<file path="config.mk">
export PLATFORM = sky130hd
export DESIGN_NAME = vga_layer_mixer_flat
export DESIGN_NICKNAME = d
export VERILOG_FILES = /design/src/rtl/vga_layer_mixer_pkg.sv /design/src/rtl/vga_layer_mixer_if.sv /design/src/rtl/vga_layer_mixer_blink_gen.sv /design/src/rtl/vga_layer_mixer.sv /design/src/flat_wrapper.sv
export SDC_FILE = /design/constraint.sdc
export NUM_CORES = 1
export LEC_CHECK = 0
export CAP_MARGIN = 30
export CORE_ASPECT_RATIO = 1.75
export CORE_MARGIN = 4
export CORE_UTILIZATION = 53
export CTS_CLUSTER_SIZE = 14
export DETAILED_ROUTE_END_ITERATION = 6
export GPL_TIMING_DRIVEN = 0
export PLACE_DENSITY = 0.94
export SLEW_MARGIN = 20
export SYNTH_ARGS = -nofsm -noshare
export SYNTH_HDL_FRONTEND = slang
export SYNTH_SLANG_ARGS = --single-unit
</file>
<file path="constraint.sdc">
create_clock -name clock -period 6.53 [get_ports clock]
set_clock_uncertainty 0.1 [all_clocks]
set_input_delay 0.653 -clock clock [delete_from_list [all_inputs] [get_ports clock]]
set_output_delay 0.653 -clock clock [all_outputs]
set_load 0.02 [all_outputs]
</file>
<file path="src/rtl/vga_layer_mixer_pkg.sv">
// Shared definitions for the VGA layer mixer: blink mode encodings, colour
// defaults and the per-layer blink gate helper.
package vga_layer_mixer_pkg;

    typedef enum logic [1:0] {
        BLINK_STEADY = 2'b00,
        BLINK_A      = 2'b01,
        BLINK_B      = 2'b10,
        BLINK_NA     = 2'b11
    } blink_mode_e;

    localparam int RGB_W_DEF = 12;
    localparam logic [RGB_W_DEF-1:0] BLACK = 12'h000;

    function automatic logic blink_gate(input blink_mode_e mode, input logic a, input logic b);
        logic g;
        case (mode)
            BLINK_STEADY: g = 1'b1;
            BLINK_A:      g = a;
            BLINK_B:      g = b;
            BLINK_NA:     g = ~a;
            default:      g = 1'b1;
        endcase
        return g;
    endfunction

endpackage

</file>
<file path="src/rtl/vga_layer_mixer_if.sv">
// Pixel-side bundle between the timing generator / layer sources (master)
// and the layer mixer (slave).
interface vga_layer_mixer_if #(
    parameter int NUM_LAYERS = 6,
    parameter int RGB_W      = 12
);
    localparam int AL_W = (NUM_LAYERS > 1) ? $clog2(NUM_LAYERS) : 1;

    logic                        pixel_tick;
    logic                        video_on;
    logic                        frame_start;
    logic [NUM_LAYERS-1:0]       layer_on;
    logic [NUM_LAYERS*RGB_W-1:0] layer_rgb;
    logic [NUM_LAYERS-1:0]       layer_en;
    logic [2*NUM_LAYERS-1:0]     blink_mode;
    logic [RGB_W-1:0]            RGB;
    logic [AL_W-1:0]             active_layer;
    logic                        layer_hit;
    logic                        blink_a;
    logic                        blink_b;

    modport master (
        output pixel_tick, video_on, frame_start, layer_on, layer_rgb, layer_en, blink_mode,
        input  RGB, active_layer, layer_hit, blink_a, blink_b
    );

    modport slave (
        input  pixel_tick, video_on, frame_start, layer_on, layer_rgb, layer_en, blink_mode,
        output RGB, active_layer, layer_hit, blink_a, blink_b
    );

endinterface

</file>
<file path="src/rtl/vga_layer_mixer_blink_gen.sv">
// Free-running blink divider: raw phase toggles every DIV+1 clocks, and the
// exported phase only follows it on frame_start so a frame never tears.
module blink_gen #(
    parameter int DIV   = 16666666,
    parameter int CNT_W = 25
) (
    input  logic clock,
    input  logic reset,
    input  logic frame_start,
    output logic raw,
    output logic phase
);

    logic [CNT_W-1:0] cnt_q, cnt_d;
    logic             raw_q, raw_d;
    logic             phase_q, phase_d;

    // next-state: wrap/toggle at terminal count; latch pre-toggle raw on frame_start
    always_comb begin
        if (cnt_q == CNT_W'(DIV)) begin
            cnt_d = {CNT_W{1'b0}};
            raw_d = ~raw_q;
        end else begin
            cnt_d = cnt_q + CNT_W'(1);
            raw_d = raw_q;
        end
        if (frame_start) begin
            phase_d = raw_q;
        end else begin
            phase_d = phase_q;
        end
    end

    // state registers
    always_ff @(posedge clock or posedge reset) begin
        if (reset) begin
            cnt_q   <= {CNT_W{1'b0}};
            raw_q   <= 1'b0;
            phase_q <= 1'b0;
        end else begin
            cnt_q   <= cnt_d;
            raw_q   <= raw_d;
            phase_q <= phase_d;
        end
    end

    assign raw   = raw_q;
    assign phase = phase_q;

endmodule

</file>
<file path="src/rtl/vga_layer_mixer.sv">
// Priority compositor: picks the highest-priority visible layer (index 0 wins)
// and registers the resulting pixel on each pixel_tick.
module vga_layer_mixer
    import vga_layer_mixer_pkg::*;
#(
    parameter int               NUM_LAYERS  = 6,
    parameter int               RGB_W       = RGB_W_DEF,
    parameter int               CNT_W       = 25,
    parameter int               BLINK_A_DIV = 16666666,
    parameter int               BLINK_B_DIV = 24999999,
    parameter logic [RGB_W-1:0] BG_COLOR    = BLACK
) (
    input  logic               clock,
    input  logic               reset,
    vga_layer_mixer_if.slave   bus
);

    localparam int AL_W = (NUM_LAYERS > 1) ? $clog2(NUM_LAYERS) : 1;

    logic                  blink_a_s, blink_b_s;
    logic                  raw_a_unused_s, raw_b_unused_s;
    logic [NUM_LAYERS-1:0] vis_s;
    logic [AL_W-1:0]       sel_s, next_sel_s;
    logic [RGB_W-1:0]      color_s, next_rgb_s;
    logic                  hit_s, next_hit_s;

    logic [RGB_W-1:0]      rgb_q, rgb_d;
    logic [AL_W-1:0]       active_q, active_d;
    logic                  hit_q, hit_d;

    blink_gen #(.DIV(BLINK_A_DIV), .CNT_W(CNT_W)) u_blink_a (
        .clock       (clock),
        .reset       (reset),
        .frame_start (bus.frame_start),
        .raw         (raw_a_unused_s),
        .phase       (blink_a_s)
    );

    blink_gen #(.DIV(BLINK_B_DIV), .CNT_W(CNT_W)) u_blink_b (
        .clock       (clock),
        .reset       (reset),
        .frame_start (bus.frame_start),
        .raw         (raw_b_unused_s),
        .phase       (blink_b_s)
    );

    // visibility, priority select (scanning downwards so index 0 overrides) and output next-state
    always_comb begin
        vis_s   = {NUM_LAYERS{1'b0}};
        sel_s   = {AL_W{1'b0}};
        color_s = BG_COLOR;
        hit_s   = 1'b0;
        for (int i = 0; i < NUM_LAYERS; i++) begin
            vis_s[i] = bus.layer_on[i] & bus.layer_en[i]
                     & blink_gate(blink_mode_e'(bus.blink_mode[2*i +: 2]), blink_a_s, blink_b_s);
        end
        for (int i = NUM_LAYERS - 1; i >= 0; i--) begin
            sel_s   = vis_s[i] ? AL_W'(i) : sel_s;
            color_s = vis_s[i] ? bus.layer_rgb[i*RGB_W +: RGB_W] : color_s;
            hit_s   = hit_s | vis_s[i];
        end

        if (bus.video_on) begin
            next_rgb_s = color_s;
            next_sel_s = sel_s;
            next_hit_s = hit_s;
        end else begin
            next_rgb_s = {RGB_W{1'b0}};
            next_sel_s = {AL_W{1'b0}};
            next_hit_s = 1'b0;
        end

        if (bus.pixel_tick) begin
            rgb_d    = next_rgb_s;
            active_d = next_sel_s;
            hit_d    = next_hit_s;
        end else begin
            rgb_d    = rgb_q;
            active_d = active_q;
            hit_d    = hit_q;
        end
    end

    // pixel output register
    always_ff @(posedge clock or posedge reset) begin
        if (reset) begin
            rgb_q    <= {RGB_W{1'b0}};
            active_q <= {AL_W{1'b0}};
            hit_q    <= 1'b0;
        end else begin
            rgb_q    <= rgb_d;
            active_q <= active_d;
            hit_q    <= hit_d;
        end
    end

    assign bus.RGB          = rgb_q;
    assign bus.active_layer = active_q;
    assign bus.layer_hit    = hit_q;
    assign bus.blink_a      = blink_a_s;
    assign bus.blink_b      = blink_b_s;

endmodule

</file>
<file path="src/flat_wrapper.sv">
// flat-port wrapper written by rule: the top's interface ports become plain ports
module vga_layer_mixer_flat import vga_layer_mixer_pkg::*;
#(
    parameter int               NUM_LAYERS  = 6,
    parameter int               RGB_W       = RGB_W_DEF,
    parameter int               CNT_W       = 25,
    parameter int               BLINK_A_DIV = 16666666,
    parameter int               BLINK_B_DIV = 24999999,
    parameter logic [RGB_W-1:0] BG_COLOR    = BLACK
)
  (clock, reset, bus_pixel_tick, bus_video_on, bus_frame_start, bus_layer_on, bus_layer_rgb, bus_layer_en, bus_blink_mode, bus_RGB, bus_active_layer, bus_layer_hit, bus_blink_a, bus_blink_b);
  vga_layer_mixer_if #(.NUM_LAYERS(NUM_LAYERS), .RGB_W(RGB_W)) bus_i ();
  input  logic clock;
  input  logic reset;
  input wire logic [$bits(bus_i.pixel_tick)-1:0] bus_pixel_tick;
  input wire logic [$bits(bus_i.video_on)-1:0] bus_video_on;
  input wire logic [$bits(bus_i.frame_start)-1:0] bus_frame_start;
  input wire logic [$bits(bus_i.layer_on)-1:0] bus_layer_on;
  input wire logic [$bits(bus_i.layer_rgb)-1:0] bus_layer_rgb;
  input wire logic [$bits(bus_i.layer_en)-1:0] bus_layer_en;
  input wire logic [$bits(bus_i.blink_mode)-1:0] bus_blink_mode;
  output wire logic [$bits(bus_i.RGB)-1:0] bus_RGB;
  output wire logic [$bits(bus_i.active_layer)-1:0] bus_active_layer;
  output wire logic [$bits(bus_i.layer_hit)-1:0] bus_layer_hit;
  output wire logic [$bits(bus_i.blink_a)-1:0] bus_blink_a;
  output wire logic [$bits(bus_i.blink_b)-1:0] bus_blink_b;
  assign bus_i.pixel_tick = bus_pixel_tick;
  assign bus_i.video_on = bus_video_on;
  assign bus_i.frame_start = bus_frame_start;
  assign bus_i.layer_on = bus_layer_on;
  assign bus_i.layer_rgb = bus_layer_rgb;
  assign bus_i.layer_en = bus_layer_en;
  assign bus_i.blink_mode = bus_blink_mode;
  assign bus_RGB = bus_i.RGB;
  assign bus_active_layer = bus_i.active_layer;
  assign bus_layer_hit = bus_i.layer_hit;
  assign bus_blink_a = bus_i.blink_a;
  assign bus_blink_b = bus_i.blink_b;
  vga_layer_mixer #(.NUM_LAYERS(NUM_LAYERS), .RGB_W(RGB_W), .CNT_W(CNT_W), .BLINK_A_DIV(BLINK_A_DIV), .BLINK_B_DIV(BLINK_B_DIV), .BG_COLOR(BG_COLOR)) u_core (.clock(clock), .reset(reset), .bus(bus_i));
endmodule
</file>
==> metrics.md <==
| Metric | Value |
|---|---|
| Worst setup SP type | `primary input` |
| H-tree depth | `3` |
| Initial DRC count | `315` |
| Final Setup Violations | `0` |
| Critical path required time | `6630 ps` |
| CP startpoint | `bus_blink_mode[10]` |
| IO buf count | `117` |
| CTS tree | `yes` |
| Gr ovfl total | `0` |
| WS Path Type | `in -> reg` |
| Worst skew pair latency | `340 ps` |
| Net count after synthesis | `570` |
| Drc violations | `0` |
| Routed len/inst | `20.2 µm` |
| Synth cell count leaders | `70 x dfrtp_1, 45 x nor2_1, 44 x nand2_1` |
| Root Buffer | `clkbuf_16` |
| Worst-path clk slew | `50 ps` |
| Max clock buf depth | `2` |
| Share of async-settable or async-resettable flops after synthesis | `100%` |
| Initial Util | `54.3%` |
| Post-CTS Hold Buffers | `0` |
| Total of max-cap violations | `0` |
| Seq cells post-synth | `70` |
| Layout area overhead | `37.8%` |
| Gpl congestion | `0.966` |
| Gate Count Post-Synth | `466` |
| Die height | `127 µm` |
| Outcome | `finished, final reports clean` |
| NumNets Final | `700` |
| Crit path DAT | `2740 ps` |
| Setup TNS Final | `0 ps` |
| CTS Buf Count | `9` |
| Initial antenna violation count | `0` |
| # IOs | `119` |
| Fin crit share | `40.3%` |
| Worst Tran Pin Value | `776 ps` |
| Crit. End Element | `flip-flop` |
| Diodes inserted | `0` |
| Leak Pwr | `2.47 nW` |
| Num rows | `43` |
| Synthesized cell area | `0.00429 mm²` |
| CP max FO | `10` |
| Worst Hold Path Cells | `1` |
| GRT Total Usage | `29.7%` |
| Total core area | `0.00791 mm²` |
| Synth area leaders | `dfrtp_1 41%, xor2_1 4.5%, nand3_1 4.1%` |
| 1st-pass router iterations | `5` |
| # resized after CTS | `0` |
| Share of cells above drive strength 1 | `7.67%` |
| Unrepaired setup endpoints after global routing | `false` |
| Avg Inst Size Synth | `9.21 µm²` |
| YS warnings | `0` |
| Worst reg-to-reg path cell count | `6` |
| Post-route minimum period | `2630 ps` |
| Final core utilization | `74.8%` |
| Yosys top cell by area | `dfrtp_1` |
| First-pass GRT wire length | `22500 µm` |
| Netlist cell types | `50` |
| Die Area | `0.00966 mm²` |
| Final-report hold violation count | `0` |
| Fmax | `380 MHz` |
| Max VDD drop | `312 µV` |
| Vias in the first global route | `4220` |
| Post-DR vias/cell | `6.05` |
| Area share of the largest cell type after synthesis | `40.8%` |
| Top FF cell, synth | `dfrtp_1` |
| Normalized max-slew margin | `48.3%` |
| Final wirelength | `14000 µm` |
| Die W | `76.0 µm` |
| Reg2Reg Launch Point | `u_core.u_blink_a.phase` |
| Pin count of the biggest net entering global routing | `58` |
| Antenna-violating nets left | `0` |
| Detailed-route via count | `4173` |
| Hpwl dp | `10800 µm` |
| Clk sink count | `70` |
| Hold_sp | `u_core.u_blink_b.cnt_q[0]` |
| Pwr Density | `197 mW/mm²` |
| Final Max Slew Viols | `0` |
| Post-CTS setup buffers | `0` |
| Seq/Total Area, Yosys | `40.8%` |
| Min-Delay Path Class | `reg -> reg` |
| Cell with the most instances after synthesis | `dfrtp_1` |
| Post-synth EDFFs | `0` |
## metrics by stage
stage / cell area, µm² / setup WS [ps] / cells / power [mW] / hold slack [ps]
after CTS: 5910 / 3900 / 689 / 1.17 / 362
final: 5920 / 3900 / 690 / 1.16 / 366
after floorplan: 4290 / 4010 / 466 / 0.549 / 324
after global routing: 5920 / 3820 / 690 / 1.20 / 399
after detailed placement: 5610 / 3560 / 674 / 0.664 / 355
after global placement: 5580 / 2910 / 673 / 0.661 / 338
## path summary, 6_finish.rpt
check / endpoint / slack [ps]
worst min-delay path: u_core.u_blink_b.cnt_q[0] / 370
min in group asynchronous: u_core.u_blink_a.cnt_q[23] / 490
worst max register to register: u_core.bus.layer_hit / 4170
worst max-delay path: u_core.bus.layer_hit / 3900
max in group asynchronous: u_core.u_blink_b.cnt_q[8] / 5320
worst min register to register: u_core.u_blink_b.cnt_q[0] / 370
## per-layer routing
layer | part of all wire, % | routed length [µm] | track usage [%] | up-vias
met5 | 0 | 0 | 0 | -
met4 | 4.8 | 672 | 14.8 | 0
met3 | 5.8 | 814 | 4.87 | 42
met2 | 52 | 7300 | 53.5 | 194
met1 | 37 | 5180 | 33.4 | 1996
li1 | - | - | - | 1941
## placed cells by master, fill, tap and decap left out, types with 4 or more instances in the layout
cell type and instances:
clkbuf_1 21, o211ai_1 13, xnor2_1 20, nor3b_1 15, xor2_1 22, nand3_1 35
inv_1 16, nor4_1 4, nand2_1 44, and2_1 6, and3_1 22, and4_1 9
dfrtp_1 70, nor2_1 45, clkdlybuf4s50_1 117, nand4b_1 11, o21a_1 12, nand2b_1 10
a311o_1 13, o21ai_0 7, clkbuf_16 9, buf_2 9, o221ai_2 9, nand4_1 10
a21oi_1 4
## critical path, stage by stage
cell and delay [ps]:
clkdlybuf4s50_1 510, or3b_2 510, clkbuf_1 220, and3_1 250
nor4_1 460, o2bb2ai_1 130
## state kept, by name (all words and copies together), names as in the netlist
register,count
u_core.u_blink_b.cnt_q,25
u_core.bus.RGB,12
u_core.u_blink_a.cnt_q,25
u_core.u_blink_b.phase,1
u_core.bus.layer_hit,1
u_core.u_blink_a.raw,1
u_core.u_blink_b.raw,1
u_core.u_blink_a.phase,1
u_core.bus.active_layer,3
## where the power goes
| group | switching, mW | internal [mW] | total (mW) |
|---|---|---|---|
| logic | 0.0957 | 0.109 | 0.205 |
| registers | 0.00804 | 0.446 | 0.454 |
| clock network | 0.175 | 0.331 | 0.506 |
## final cells by class
cell class	instances	area (µm²)
sequential	70	1750
fill	575	1990
tap	90	113
multi-input combinational	348	2340
clock buffer	11	233
inverter	17	66.3
buffer	31	139
clock inverter	4	72.6
timing repair buffer	119	1200
## kinds of logic after synthesis
kind of cell / Yosys count / synth area share [%]
AO/OA/AOI/OAI: 71 / 14.8
XOR/XNOR: 42 / 8.57
adder cells (fa/ha/maj): 3 / 0.874
buffers and inverters: 48 / 4.72
flip-flops: 70 / 40.8
multiplexers: 3 / 0.874
AND/OR/NAND/NOR: 229 / 29.4
Power figures use the tool's default switching activity.
